<file path="config.mk">
export PLATFORM = sky130hd
export DESIGN_NAME = tlb_op_ctrl
export DESIGN_NICKNAME = d
export VERILOG_FILES = /design/src/rtl/tlb_op_ctrl.sv
export SDC_FILE = /design/constraint.sdc
export NUM_CORES = 1
export LEC_CHECK = 0
export CELL_PAD_IN_SITES_DETAIL_PLACEMENT = 0
export CELL_PAD_IN_SITES_GLOBAL_PLACEMENT = 2
export CORE_AREA = 2 2 241 243
export DETAILED_ROUTE_END_ITERATION = 6
export DIE_AREA = 0 0 243 245
export PLACE_DENSITY = 0.73
export SLEW_MARGIN = 10
export SYNTH_ARGS = -nofsm -noshare
export SYNTH_HDL_FRONTEND = slang
export SYNTH_SLANG_ARGS = --single-unit
</file>
<file path="constraint.sdc">
create_clock -name clk -period 5.5 [get_ports clk]
set_clock_uncertainty 0.2 [all_clocks]
set_input_delay 1.65 -clock clk [delete_from_list [all_inputs] [get_ports clk]]
set_output_delay 1.65 -clock clk [all_outputs]
set_load 0.02 [all_outputs]
</file>
<file path="src/rtl/tlb_op_ctrl.sv">
// tlb_op_ctrl: multi-cycle TLBP/TLBR/TLBWI/TLBWR sequencer over a single TLB array port.
// Define TLBP_EARLY_EXIT_EN to end a TLBP probe on its first match instead of a full scan.
module tlb_op_ctrl #(
    parameter int TLB_LINE  = 16,
    parameter int TLB_WIDTH = 4
) (
    input  logic                 clk,
    input  logic                 rst_n,
    input  logic                 op_valid_i,
    input  logic [1:0]           op_i,
    input  logic                 flush_i,
    output logic                 op_ready_o,
    output logic                 stall_o,
    output logic                 done_o,
    input  logic [31:0]          cp0_index_i,
    input  logic [31:0]          cp0_random_i,
    input  logic [31:0]          cp0_entryhi_i,
    input  logic [31:0]          cp0_pagemask_i,
    input  logic [31:0]          cp0_entrylo0_i,
    input  logic [31:0]          cp0_entrylo1_i,
    output logic [TLB_WIDTH-1:0] tlb_addr_o,
    input  logic [127:0]         tlb_rdata_i,
    output logic                 tlb_we_o,
    output logic [127:0]         tlb_wdata_o,
    output logic [3:0]           tlbcmd_o,
    output logic [31:0]          index_o,
    output logic [31:0]          entryhi_o,
    output logic [31:0]          pagemask_o,
    output logic [31:0]          entrylo0_o,
    output logic [31:0]          entrylo1_o
);
    typedef enum logic [2:0] {IDLE, PROBE, READ, WRITE, RESP} state_t;

    state_t               state_q, state_d;
    logic [1:0]           op_q, op_d;
    logic [TLB_WIDTH-1:0] cnt_q, cnt_d, idx_q, idx_d;
    logic                 hit_q, hit_d;
    logic [31:0]          index_q, index_d;
    logic [127:0]         entry_q, entry_d;
    logic [31:0]          e_hi, e_pm, e_lo0, e_lo1;
    logic                 match, last, probe_end;
    logic [TLB_WIDTH-1:0] fidx;
    logic                 unused;

    assign {e_hi, e_pm, e_lo0, e_lo1} = tlb_rdata_i;
    assign match = (((e_hi[31:13] ^ cp0_entryhi_i[31:13]) & ~{3'b0, e_pm[28:13]}) == 19'd0)
                   && ((e_lo0[0] & e_lo1[0]) || e_hi[7:0] == cp0_entryhi_i[7:0]);
    assign last  = cnt_q == TLB_WIDTH'(TLB_LINE - 1);
    assign fidx  = hit_q ? idx_q : cnt_q;
`ifdef TLBP_EARLY_EXIT_EN
    assign probe_end = last | match;
`else
    assign probe_end = last;
`endif
    assign unused = ^{cp0_index_i[31:TLB_WIDTH], cp0_random_i[31:TLB_WIDTH], cp0_entryhi_i[12:8]};

    assign index_o = index_q;
    assign {entryhi_o, pagemask_o, entrylo0_o, entrylo1_o} = entry_q;

    always_comb begin
        state_d     = state_q;
        op_d        = op_q;
        cnt_d       = cnt_q;
        idx_d       = idx_q;
        hit_d       = hit_q;
        index_d     = index_q;
        entry_d     = entry_q;
        op_ready_o  = 1'b0;
        stall_o     = 1'b0;
        done_o      = 1'b0;
        tlb_addr_o  = '0;
        tlb_we_o    = 1'b0;
        tlb_wdata_o = '0;
        tlbcmd_o    = 4'b0;
        case (state_q)
            IDLE: begin
                op_ready_o = 1'b1;
                stall_o    = op_valid_i;
                if (op_valid_i && !flush_i) begin
                    op_d    = op_i;
                    cnt_d   = '0;
                    hit_d   = 1'b0;
                    state_d = op_i == 2'd0 ? PROBE : op_i == 2'd1 ? READ : WRITE;
                end
            end
            PROBE: begin
                stall_o    = 1'b1;
                tlb_addr_o = cnt_q;
                if (flush_i) begin
                    state_d = IDLE;
                    cnt_d   = '0;
                end else begin
                    cnt_d = cnt_q + 1'b1;
                    if (match && !hit_q) begin
                        hit_d = 1'b1;
                        idx_d = cnt_q;
                    end
                    if (probe_end) begin
                        state_d = RESP;
                        cnt_d   = '0;
                        index_d = (hit_q | match) ? {{(32-TLB_WIDTH){1'b0}}, fidx} : 32'h8000_0000;
                    end
                end
            end
            READ: begin
                stall_o    = 1'b1;
                tlb_addr_o = cp0_index_i[TLB_WIDTH-1:0];
                state_d    = flush_i ? IDLE : RESP;
                entry_d    = flush_i ? entry_q : tlb_rdata_i;
            end
            WRITE: begin
                stall_o     = 1'b1;
                tlb_addr_o  = op_q == 2'd3 ? cp0_random_i[TLB_WIDTH-1:0] : cp0_index_i[TLB_WIDTH-1:0];
                tlb_we_o    = ~flush_i;
                tlb_wdata_o = {cp0_entryhi_i[31:13], 5'b0, cp0_entryhi_i[7:0],
                               cp0_pagemask_i, cp0_entrylo0_i, cp0_entrylo1_i};
                state_d     = flush_i ? IDLE : RESP;
            end
            RESP: begin
                done_o   = ~flush_i;
                tlbcmd_o = flush_i ? 4'b0 : op_q == 2'd0 ? 4'b1000 : op_q == 2'd1 ? 4'b0100 :
                           op_q == 2'd2 ? 4'b0001 : 4'b0010;
                state_d  = IDLE;
            end
            default: state_d = IDLE;
        endcase
    end

    always_ff @(posedge clk) begin
        if (!rst_n) begin
            state_q <= IDLE;
            op_q    <= 2'd0;
            cnt_q   <= '0;
            idx_q   <= '0;
            hit_q   <= 1'b0;
            index_q <= 32'd0;
            entry_q <= 128'd0;
        end else begin
            state_q <= state_d;
            op_q    <= op_d;
            cnt_q   <= cnt_d;
            idx_q   <= idx_d;
            hit_q   <= hit_d;
            index_q <= index_d;
            entry_q <= entry_d;
        end
    end
endmodule

</file>
==> flow_metrics.py, run 1 <==
metrics = {
    "yosys": {
        "synth.area.top_cells": "dfxtp_1 (41%), nand2_1 (15%), a21boi_0 (14%)",
        "yosysWarningCount": 0,
        "netlist.area_leader.share_pct": 41.4,
        "netlist.top_cell.by_area": "dfxtp_1",
        "ys.flop_type": "dfxtp_1",
        "synthArstFlopShare_pct": 0,
        "synth.distinct_cells": 38,
        "postSynthAreaPerCell_um2": 7.83,
        "synth_enable_flop_cells": 0,
        "syn_area_mm2": 0.00711,
        "syn_inst": 908,
        "synth_sequential_area_ratio_pct": 41.4,
        "synth_seq_cells": 147,
    },
    "clock_network": {
        "cts_buffers": 17,
        "cts_sinks": 147,
        "htree_levels": 4,
        "postCtsHoldBufs": 0,
        "post_cts_buffers": 0,
        "cts_resized": 0,
        "clk_pin_slew_ns": 0.07,
        "cts-root-buf": "clkbuf_16",
        "cts_tree": "built",
        "worstSkewPairLatency_ns": 0.47,
        "clockBufferDepth": 2,
    },
    "min_path": {
        "holdPathEnd": "entry_q[72]",
        "hold_depth": 2,
        "hp-start": "entry_q[72]",
        "hp-class": "reg -> reg",
    },
    "sta": {
        "relSlewSlack_pct": 54.6,
        "rsz0062_at_grt": "no",
        "period_minus_slack_ns": 5.22,
        "tightest_slew_ns": 0.676,
        "tns_ns": 0,
        "setup_viol": 0,
        "holdWs_ns": 0.261,
        "fin_crit_sh_pct": 94.9,
        "finalHoldViolCount": 0,
        "maxSlewViolCount": 0,
        "fmax_ghz": 0.192,
    },
    "global_routing": {
        "grt_pass1_vias": 7735,
        "grt_usage_pct": 12.4,
        "grt_start_max_net_pins": 124,
        "grt_remaining_overflow": 0,
        "grt_pass1_wl_um": 53300,
        "antenna_found_initial": 2,
    },
    "cells_and_area": {
        "layout-drive-gt1-share_pct": 3.25,
        "fin_area_mm2": 0.0138,
        "final_cell_mix": "clkdlybuf4s50_1 (530), nand2_1 (281), dfxtp_1 (147)",
        "syn2layout_area_growth_pct": 94.2,
        "nFillCells": 6226,
        "layout.nets": 1731,
        "num_antenna_cells": 0,
        "final_common_cell": "clkdlybuf4s50_1",
    },
    "route": {
        "drtIter0Drc": 222,
        "viasPerCell": 3.61,
        "wl_um": 38000,
        "first_pass_iters": 5,
        "num_vias": 7873,
        "wl_per_cell_um": 17.4,
        "drc_errors": 0,
        "ant_nets": 0,
    },
    "place": {
        "gp_congestion": 0.778,
        "dp_hpwl_um": 30700,
        "place_area_mm2": 0.0131,
        "numPortBuffers": 532,
    },
    "floorplan": {
        "fp.coreArea_mm2": 0.0570,
        "fp.dieW_um": 243,
        "start_util_pct": 12.5,
        "die_area_mm2": 0.0595,
        "num_rows": 88,
        "die_height_um": 245,
        "boundaryPins": 626,
    },
    "setup_path": {
        "crit_required_ns": 3.65,
        "r2r_cells": 5,
        "crit_path_end_kind": "output pin",
        "start_kind": "input port",
        "crit_arrival_ns": 3.37,
        "r2r-end": "entry_q[112]",
        "rrSetupSlack_ns": 2.81,
        "r2r_start": "state_q[1]",
        "crit_fanout": 5,
        "critical_path_class": "in -> out",
    },
    "pwr": {
        "max-vdd-ir-drop_mv": 0.235,
        "leakagePower_nw": 4.66,
        "p_per_area_mw_per_mm2": 209,
    },
    "outcome": {
        "status": "completed",
    },
    "job": {
        "maxCapViolations": 0,
    },
}
[routing by layer]
layer,track usage (%),routed length (um)
met1,12.9,14400
met2,21.8,18900
met3,5.37,3370
met4,5.43,1310
met5,0,11
[per-stage QoR]
step	instances	setup slack, ns	utilization, %	power [mW]
5_1_grt	2182	0.207	24.2	3.02
3_3_place_gp	2150	0.292	23.0	1.54
3_5_place_dp	2150	0.264	23.0	1.54
6_report	2182	0.280	24.2	2.88
4_1_cts	2182	0.261	24.2	2.97
2_1_floorplan	939	1.17	-	1.27
[layout make-up]
class                   instances  area, um^2  share of cell area [%]
clock buffers                  17         425                    3.08
clock inverters                15         250                    1.81
repair buffers                540        5430                    39.3
well taps                     765         957                    6.93
multi-input cells             692        3780                    27.4
flip-flops and latches        147        2940                    21.3
inverters                       6        22.5                   0.163
[synthesized netlist by cell type (3+ instances only)]
library cell    n
nor4_1          3
nand2_1       281
mux2i_1         5
o21ai_0        16
buf_4          32
nand4_1         3
and2_1        123
nor2b_1         4
buf_2          16
a21oi_1         6
nor3_1          6
o22ai_1        10
nor2_1         15
clkbuf_1       46
a22oi_1         5
xnor2_1        27
nand3_1         6
dfxtp_1       147
a21boi_0      129
inv_1           6
[worst max-delay path by stage]
| stage | start | to | slack [ns] | depth (start not counted) |
|---|---|---|---|---|
| 2_1_floorplan | flush_i | tlbcmd_o[2] | 1.17 | 3 |
| 3_3_place_gp | flush_i | tlbcmd_o[2] | 0.29 | 5 |
| 3_5_place_dp | flush_i | tlbcmd_o[2] | 0.26 | 5 |
| 4_1_cts | flush_i | tlbcmd_o[2] | 0.26 | 5 |
| 5_1_grt | flush_i | tlbcmd_o[2] | 0.21 | 5 |
| 6_report | flush_i | tlbcmd_o[2] | 0.28 | 5 |
[flip-flops by register name, indices dropped and copies added (netlist names)]
signal   cells
cnt_q        4
hit_q        1
state_q      3
op_q         2
index_o      5
idx_q        4
entry_q    128
[worst max-delay path, stage by stage]
cell             delay [ns]
clkdlybuf4s50_1        0.45
nor2_1                 0.14
nand3_1                0.21
nor3b_1                0.29
clkdlybuf4s50_1        0.63
[power breakdown]
group	switching, mW	internal [mW]	total [mW]
Combinational	0.172	0.246	0.419
Clock	0.515	0.854	1.37
Sequential	0.0121	1.08	1.09
Total	0.700	2.18	2.88
[kinds of logic (layout without fill, tap and decap cells)]
group,after synthesis,count (layout),share of synthesized area [%]
buffers and inverters,100,578,7.25
flip-flops,147,147,41.4
AO/OA/AOI/OAI,175,175,17.6
XOR/XNOR,27,27,3.33
multiplexers,5,5,0.704
adder cells (fa/ha/maj),1,1,0.176
AND/OR/NAND/NOR,452,452,29.5
other,1,32,0.0527
(Power assumes the default switching activity.)
==> run 2, diff against run 1 <==
--- a/config.mk
+++ b/config.mk
@@ -8,6 +8,7 @@
 export CELL_PAD_IN_SITES_DETAIL_PLACEMENT = 0
 export CELL_PAD_IN_SITES_GLOBAL_PLACEMENT = 2
 export CORE_AREA = 2 2 241 243
+export CTS_CLUSTER_SIZE = 10
 export DETAILED_ROUTE_END_ITERATION = 6
 export DIE_AREA = 0 0 243 245
 export PLACE_DENSITY = 0.73
==> results of run 2 <==
Final layout, timing and power as in run 1 (identical DEF).
